<file path="config.mk">
export PLATFORM = sky130hd
export DESIGN_NAME = mem_burst_reader
export DESIGN_NICKNAME = d
export VERILOG_FILES = /design/src/rtl/mem_pkg.sv /design/src/rtl/sync_fifo.sv /design/src/rtl/mem_burst_reader.sv
export SDC_FILE = /design/constraint.sdc
export NUM_CORES = 1
export LEC_CHECK = 0
export CAP_MARGIN = 15
export CORE_ASPECT_RATIO = 1.2
export CORE_MARGIN = 5
export CORE_UTILIZATION = 40
export DETAILED_ROUTE_END_ITERATION = 8
export PLACE_DENSITY = 0.7
export SYNTH_ARGS = -nofsm -noshare
export SYNTH_HDL_FRONTEND = slang
export SYNTH_SLANG_ARGS = --single-unit
</file>
<file path="constraint.sdc">
create_clock -name clock -period 5.82 [get_ports clock]
set_clock_uncertainty 0.05 [all_clocks]
set_input_delay 1.164 -clock clock [delete_from_list [all_inputs] [get_ports clock]]
set_output_delay 1.164 -clock clock [all_outputs]
set_load 0.05 [all_outputs]
</file>
<file path="src/rtl/mem_pkg.sv">
// rtl/mem_pkg.sv - shared types and constants for the memory burst reader
package mem_pkg;

    localparam int MEMORY_BUS_WIDTH_DEFAULT = 32;
    localparam logic [3:0] WB_NONE = 4'b0000;

    typedef enum logic [1:0] {
        ST_IDLE  = 2'd0,
        ST_READ  = 2'd1,
        ST_DRAIN = 2'd2
    } reader_state_t;

endpackage

</file>
<file path="src/rtl/sync_fifo.sv">
// rtl/sync_fifo.sv - single-clock fifo with show-ahead read port
module sync_fifo #(
    parameter int WIDTH = 33,
    parameter int DEPTH = 4
) (
    input  logic                       clock,
    input  logic                       reset,
    input  logic                       push,
    input  logic [WIDTH-1:0]           push_data,
    input  logic                       pop,
    output logic [WIDTH-1:0]           pop_data,
    output logic                       empty,
    output logic [$clog2(DEPTH):0]     count
);

    localparam int AW = $clog2(DEPTH);
    localparam int CW = AW + 1;
    localparam logic [CW-1:0] FULL_COUNT = CW'(DEPTH);

    logic [WIDTH-1:0] mem [DEPTH];
    logic [AW-1:0]    wr_ptr;
    logic [AW-1:0]    rd_ptr;
    logic             do_push;
    logic             do_pop;

    assign empty    = (count == '0);
    assign do_pop   = pop && !empty;
    // A push while full is only taken when the same cycle frees a slot.
    assign do_push  = push && ((count != FULL_COUNT) || do_pop);
    // Storage is not reset, so the head is masked to zero whenever nothing is buffered.
    assign pop_data = empty ? '0 : mem[rd_ptr];

    always_ff @(posedge clock) begin
        if (do_push) begin
            mem[wr_ptr] <= push_data;
        end
    end

    always_ff @(posedge clock or posedge reset) begin
        if (reset) begin
            wr_ptr <= '0;
            rd_ptr <= '0;
            count  <= '0;
        end else begin
            if (do_push) begin
                wr_ptr <= wr_ptr + 1'b1;
            end
            if (do_pop) begin
                rd_ptr <= rd_ptr + 1'b1;
            end
            case ({do_push, do_pop})
                2'b10:   count <= count + 1'b1;
                2'b01:   count <= count - 1'b1;
                default: count <= count;
            endcase
        end
    end

endmodule

</file>
<file path="src/rtl/mem_burst_reader.sv">
// rtl/mem_burst_reader.sv - issues sequential word reads and streams them out with backpressure
module mem_burst_reader
    import mem_pkg::*;
#(
    parameter int MEMORY_BUS_WIDTH = MEMORY_BUS_WIDTH_DEFAULT,
    parameter int ADDR_WIDTH       = 16,
    parameter int FIFO_DEPTH       = 4
) (
    input  logic                        clock,
    input  logic                        reset,
    input  logic                        cmd_valid,
    output logic                        cmd_ready,
    input  logic [31:0]                 cmd_addr,
    input  logic [15:0]                 cmd_len,
    output logic [ADDR_WIDTH-1:0]       mem_addr_out,
    output logic [MEMORY_BUS_WIDTH-1:0] mem_data_out,
    output logic [3:0]                  mem_wb_out,
    input  logic [MEMORY_BUS_WIDTH-1:0] mem_data_in,
    output logic                        out_valid,
    input  logic                        out_ready,
    output logic [MEMORY_BUS_WIDTH-1:0] out_data,
    output logic                        out_last,
    output logic                        busy,
    output logic                        done
);

    localparam int CW = $clog2(FIFO_DEPTH) + 1;
    localparam int OW = CW + 1;

    reader_state_t         state;
    logic [15:0]           remaining;
    logic [1:0]            inflight;
    logic                  issued_q;
    logic                  issued_last_q;
    logic [CW-1:0]         fifo_count;
    logic                  fifo_empty;
    logic [MEMORY_BUS_WIDTH:0] fifo_head;
    logic [OW-1:0]         occupancy;
    logic                  issue;
    logic                  pop;
    logic                  last_beat;
    logic                  unused_addr_bits;

    assign mem_data_out     = '0;
    assign mem_wb_out       = WB_NONE;
    assign unused_addr_bits = ^cmd_addr;

    // Reads already issued but not yet written reserve their fifo slot up front.
    assign occupancy = OW'(fifo_count) + OW'(inflight);
    assign issue     = (state == ST_READ) && (remaining != 16'd0) && (occupancy < OW'(FIFO_DEPTH));

    assign out_valid = !fifo_empty;
    assign out_data  = fifo_head[MEMORY_BUS_WIDTH-1:0];
    assign out_last  = fifo_head[MEMORY_BUS_WIDTH];
    assign pop       = out_valid && out_ready;
    assign last_beat = pop && out_last;

    sync_fifo #(
        .WIDTH (MEMORY_BUS_WIDTH + 1),
        .DEPTH (FIFO_DEPTH)
    ) u_fifo (
        .clock     (clock),
        .reset     (reset),
        .push      (issued_q),
        .push_data ({issued_last_q, mem_data_in}),
        .pop       (pop),
        .pop_data  (fifo_head),
        .empty     (fifo_empty),
        .count     (fifo_count)
    );

    always_ff @(posedge clock or posedge reset) begin
        if (reset) begin
            state         <= ST_IDLE;
            cmd_ready     <= 1'b1;
            busy          <= 1'b0;
            done          <= 1'b0;
            mem_addr_out  <= '0;
            remaining     <= 16'd0;
            inflight      <= 2'd0;
            issued_q      <= 1'b0;
            issued_last_q <= 1'b0;
        end else begin
            done          <= 1'b0;
            issued_q      <= issue;
            issued_last_q <= issue && (remaining == 16'd1);

            case ({issue, issued_q})
                2'b10:   inflight <= inflight + 2'd1;
                2'b01:   inflight <= inflight - 2'd1;
                default: inflight <= inflight;
            endcase

            case (state)
                ST_IDLE: begin
                    if (cmd_valid) begin
                        if (cmd_len == 16'd0) begin
                            done <= 1'b1;
                        end else begin
                            mem_addr_out <= cmd_addr[ADDR_WIDTH+1:2];
                            remaining    <= cmd_len;
                            state        <= ST_READ;
                            cmd_ready    <= 1'b0;
                            busy         <= 1'b1;
                        end
                    end
                end
                ST_READ: begin
                    // mem_addr_out is the address presented this cycle; it wraps naturally.
                    if (issue) begin
                        mem_addr_out <= mem_addr_out + 1'b1;
                        remaining    <= remaining - 16'd1;
                        if (remaining == 16'd1) begin
                            state <= ST_DRAIN;
                        end
                    end
                end
                ST_DRAIN: begin
                    if (last_beat) begin
                        state     <= ST_IDLE;
                        cmd_ready <= 1'b1;
                        busy      <= 1'b0;
                        done      <= 1'b1;
                    end
                end
                default: begin
                    state     <= ST_IDLE;
                    cmd_ready <= 1'b1;
                    busy      <= 1'b0;
                end
            endcase
        end
    end

endmodule

</file>
==> run_results.csv <==
group,metric,value,unit
worst_setup_path,arrival,3.04,ns
sta,fin_ws,1.57,ns
sta,finalCritPeriodShare,73.0,%
detailed_routing,ant_nets,0,
yosys,synth_edf_count,132,
floorplanning,die_width,140,um
global_routing,grt_max_degree,57,
sta,tightest_slew,0.967,ns
yosys,synth_area,8130,um^2
floorplanning,start_util,40.4,%
finish,multiInputGateArea,2630,um^2
global_routing,grt-ovfl-total,0,
floorplanning,die_h,166,um
clock_tree,cts_hold_buf,0,
clock_tree,clk_pin_slew,0.07,ns
detailed_routing,via_per_inst,5.25,
floorplanning,core_region_area,20100,um^2
worst_setup_path,crit_chain,"buf_4 > mux4_2 > and2_1 > clkdlybuf4s50_1",
power,ir_drop,0.371,mV
detailed_routing,firstDrtPassIters,5,
run_status,status,"completed",
power,leakage,3.55,nW
clock_tree,clock_latency,0.43,ns
clock_tree,cts_max_level,4,
worst_setup_path,crit_family,"buffers and inverters",
global_routing,antenna_found_initial,1,
place,dpl.cell_count,945,
clock_tree,post_cts_resized,0,
worst_setup_path,regToRegEndpoint,"mem_addr_out[6]$_DFFE_PP0P_",
yosys,synth_area_per_cell,13.9,um^2
worst_setup_path,slowest_delay,0.82,ns
worst_setup_path,path_class,"register to output pin",
finish,diodes,0,
finish,ff_latch_area,5170,um^2
detailed_routing,post_drt_wl_per_cell,17.7,um
yosys,netlist_instances,584,
yosys,ys_types,52,
yosys,yosys_register_bits,180,
power,power,5.78,mW
sta,finalHoldViolCount,0,
finish,num-nets-final,794,
yosys,synth_warnings,0,
place,place_ws,1.91,ns
worst_setup_path,crit_slowest_cell,"dfrtp_2",
yosys,async_reset_ff_share,26.7,%
sta,timing.hold.ws,0.432,ns
floorplanning,rows,57,
worst_setup_path,critPathBufInv,2,
clock_tree,cts_tree,"built",
sta,fmax,235,MHz
hold_path,hold_class,"register to register",
finish,final_cell_area,10000,um^2
hold_path,min_delay_path_depth,1,
place,postPlaceCellArea,9460,um^2
worst_setup_path,critPathLaunchType,"register",
worst_setup_path,critPathMaxFanout,20,
hold_path,min_delay_worst_endpoint,"inflight[1]$_DFFE_PP0P_",
worst_setup_path,r2r_start,"remaining[0]$_DFFE_PP0P_",
detailed_routing,drc,0,
place,gp_congestion,0.827,
power,p_per_area,576,nW/um^2
sta,rsz0062_at_grt,"false",
sta,min_period,4.25,ns
global_routing,grt_pass1_vias,5488,
clock_tree,clockBufferDepth,2,
yosys,dominantRegCellSynth,"edfxtp_1",
worst_setup_path,end_kind,"output pin",
clock_tree,post_cts_buffers,0,
detailed_routing,finalWirelength,17.3,mm
worst_setup_path,required,4.61,ns
yosys,ys_seq_area_share,63.5,%
flow_run,drv_cap,0,
finish,area_growth,23.5,%
detailed_routing,first_iter_violations,287,
sta,finalMaxSlewViolations,0,
worst_setup_path,r2r_slack,2.65,ns
global_routing,gr-usage-all-layers,15.1,%
floorplanning,die_area,23300,um^2
place,hpwl,11.2,mm
sta,setup_viol,0,
finish,utilization,49.9,%
hold_path,min_from,"inflight[1]$_DFFE_PP0P_",
finish,fin_cells,977,
sta,slew_headroom,35.6,%
detailed_routing,vias,5131,
sta,setup-tns-final,0,ns
place,io_buffers,120,
floorplanning,io_pins,173,
global_routing,grt_pass1_wl,28.0,mm
worst_setup_path,reg2reg_depth,8,
finish,drive_gt1_share,12.4,%
clock_tree,cts-root-buf,"clkbuf_16",
clock_tree,cts_made_buffers,17,
finish,nFillCells,1715,
clock_tree,cts.sinks,180,
[layer usage]
metal	share of wire [%]	track usage, %	vias to the layer above
li1	-	-	2365
met1	40	18.0	2534
met2	52	26.1	204
met3	6.9	4.29	26
met4	1.5	4.93	2
met5	0.064	0	-
[sequential cells by signal, summed over array words and instances, names as in the netlist]
signal and flops:
busy 1, cmd_ready 1, done 1, inflight 2
issued_last_q 1, issued_q 1, mem_addr_out 16, remaining 16
state 2, u_fifo.count 3, u_fifo.mem 132, u_fifo.rd_ptr 2
u_fifo.wr_ptr 2
[cell usage after synthesis, drive strengths merged (14+ instances only)]
cell	count	share of area [%]
mux4	33	9.1
edfxtp	132	49
and2	38	2.9
clkbuf	23	1.1
dfrtp	47	14
nand3	14	0.86
buf	45	4.0
nand2	20	0.92
nor2	40	1.8
o21ai	36	2.2
inv	16	0.74
a21oi	29	1.8
[where the power goes]
part / switching, mW / internal (mW) / total (mW)
sequential: 0.251 / 1.71 / 1.97
clock: 0.514 / 0.609 / 1.12
combinational: 1.68 / 1.02 / 2.70
total: 2.44 / 3.34 / 5.78
[worst max-delay path by stage]
stage	startpoint	to	slack, ns	cells past startpoint
floorplan	u_fifo.rd_ptr[0]$_DFFE_PP0P_	out_data[24]	2.55	4
global placement	cmd_len[11]	mem_addr_out[6]$_DFFE_PP0P_	1.96	7
detailed placement	cmd_len[11]	mem_addr_out[6]$_DFFE_PP0P_	1.91	7
CTS	u_fifo.rd_ptr[0]$_DFFE_PP0P_	out_data[30]	1.45	4
global route	u_fifo.rd_ptr[0]$_DFFE_PP0P_	out_data[27]	1.38	4
finish	u_fifo.rd_ptr[0]$_DFFE_PP0P_	out_data[30]	1.57	4
[final cells by class]
type	instances	share of cell area [%]
Clock buffer	17	4.24
Clock inverter	15	1.62
Inverter	16	0.598
Multi-Input combinational cell	355	26.2
Sequential cell	180	51.4
Tap cell	265	3.30
Timing Repair Buffer	129	12.6
[layout by cell type, fill, tap and decap left out, types with 5 or more instances in the layout]
cell type	synthesis	routed
a21oi_1	29	29
a22oi_1	6	6
a31oi_1	6	6
and2_1	38	34
buf_4	39	9
clkbuf_16	0	17
clkdlybuf4s50_1	0	120
conb_1	1	36
dfrtp_1	47	46
edfxtp_1	132	132
ha_1	10	10
inv_1	16	15
mux4_2	33	33
nand2_1	20	20
nand3_1	14	14
nor2_1	40	40
nor3_1	7	7
nor3b_1	5	5
nor4_1	9	9
o21ai_0	31	31
o21ai_1	5	5
o22a_1	10	10
o22ai_1	6	6
xnor2_1	6	6
[cell families after synthesis]
group,Yosys count,synth area share [%]
buffers and inverters,84,5.83
AOI/OAI and AO/OA,105,7.89
xor gates and xnor gates,9,0.970
other,1,0.0461
muxes,35,9.39
adders and majority gates,11,1.79
and+or+nand+nor,159,10.5
DFF,180,63.5
Power figures use the tool's default switching activity.
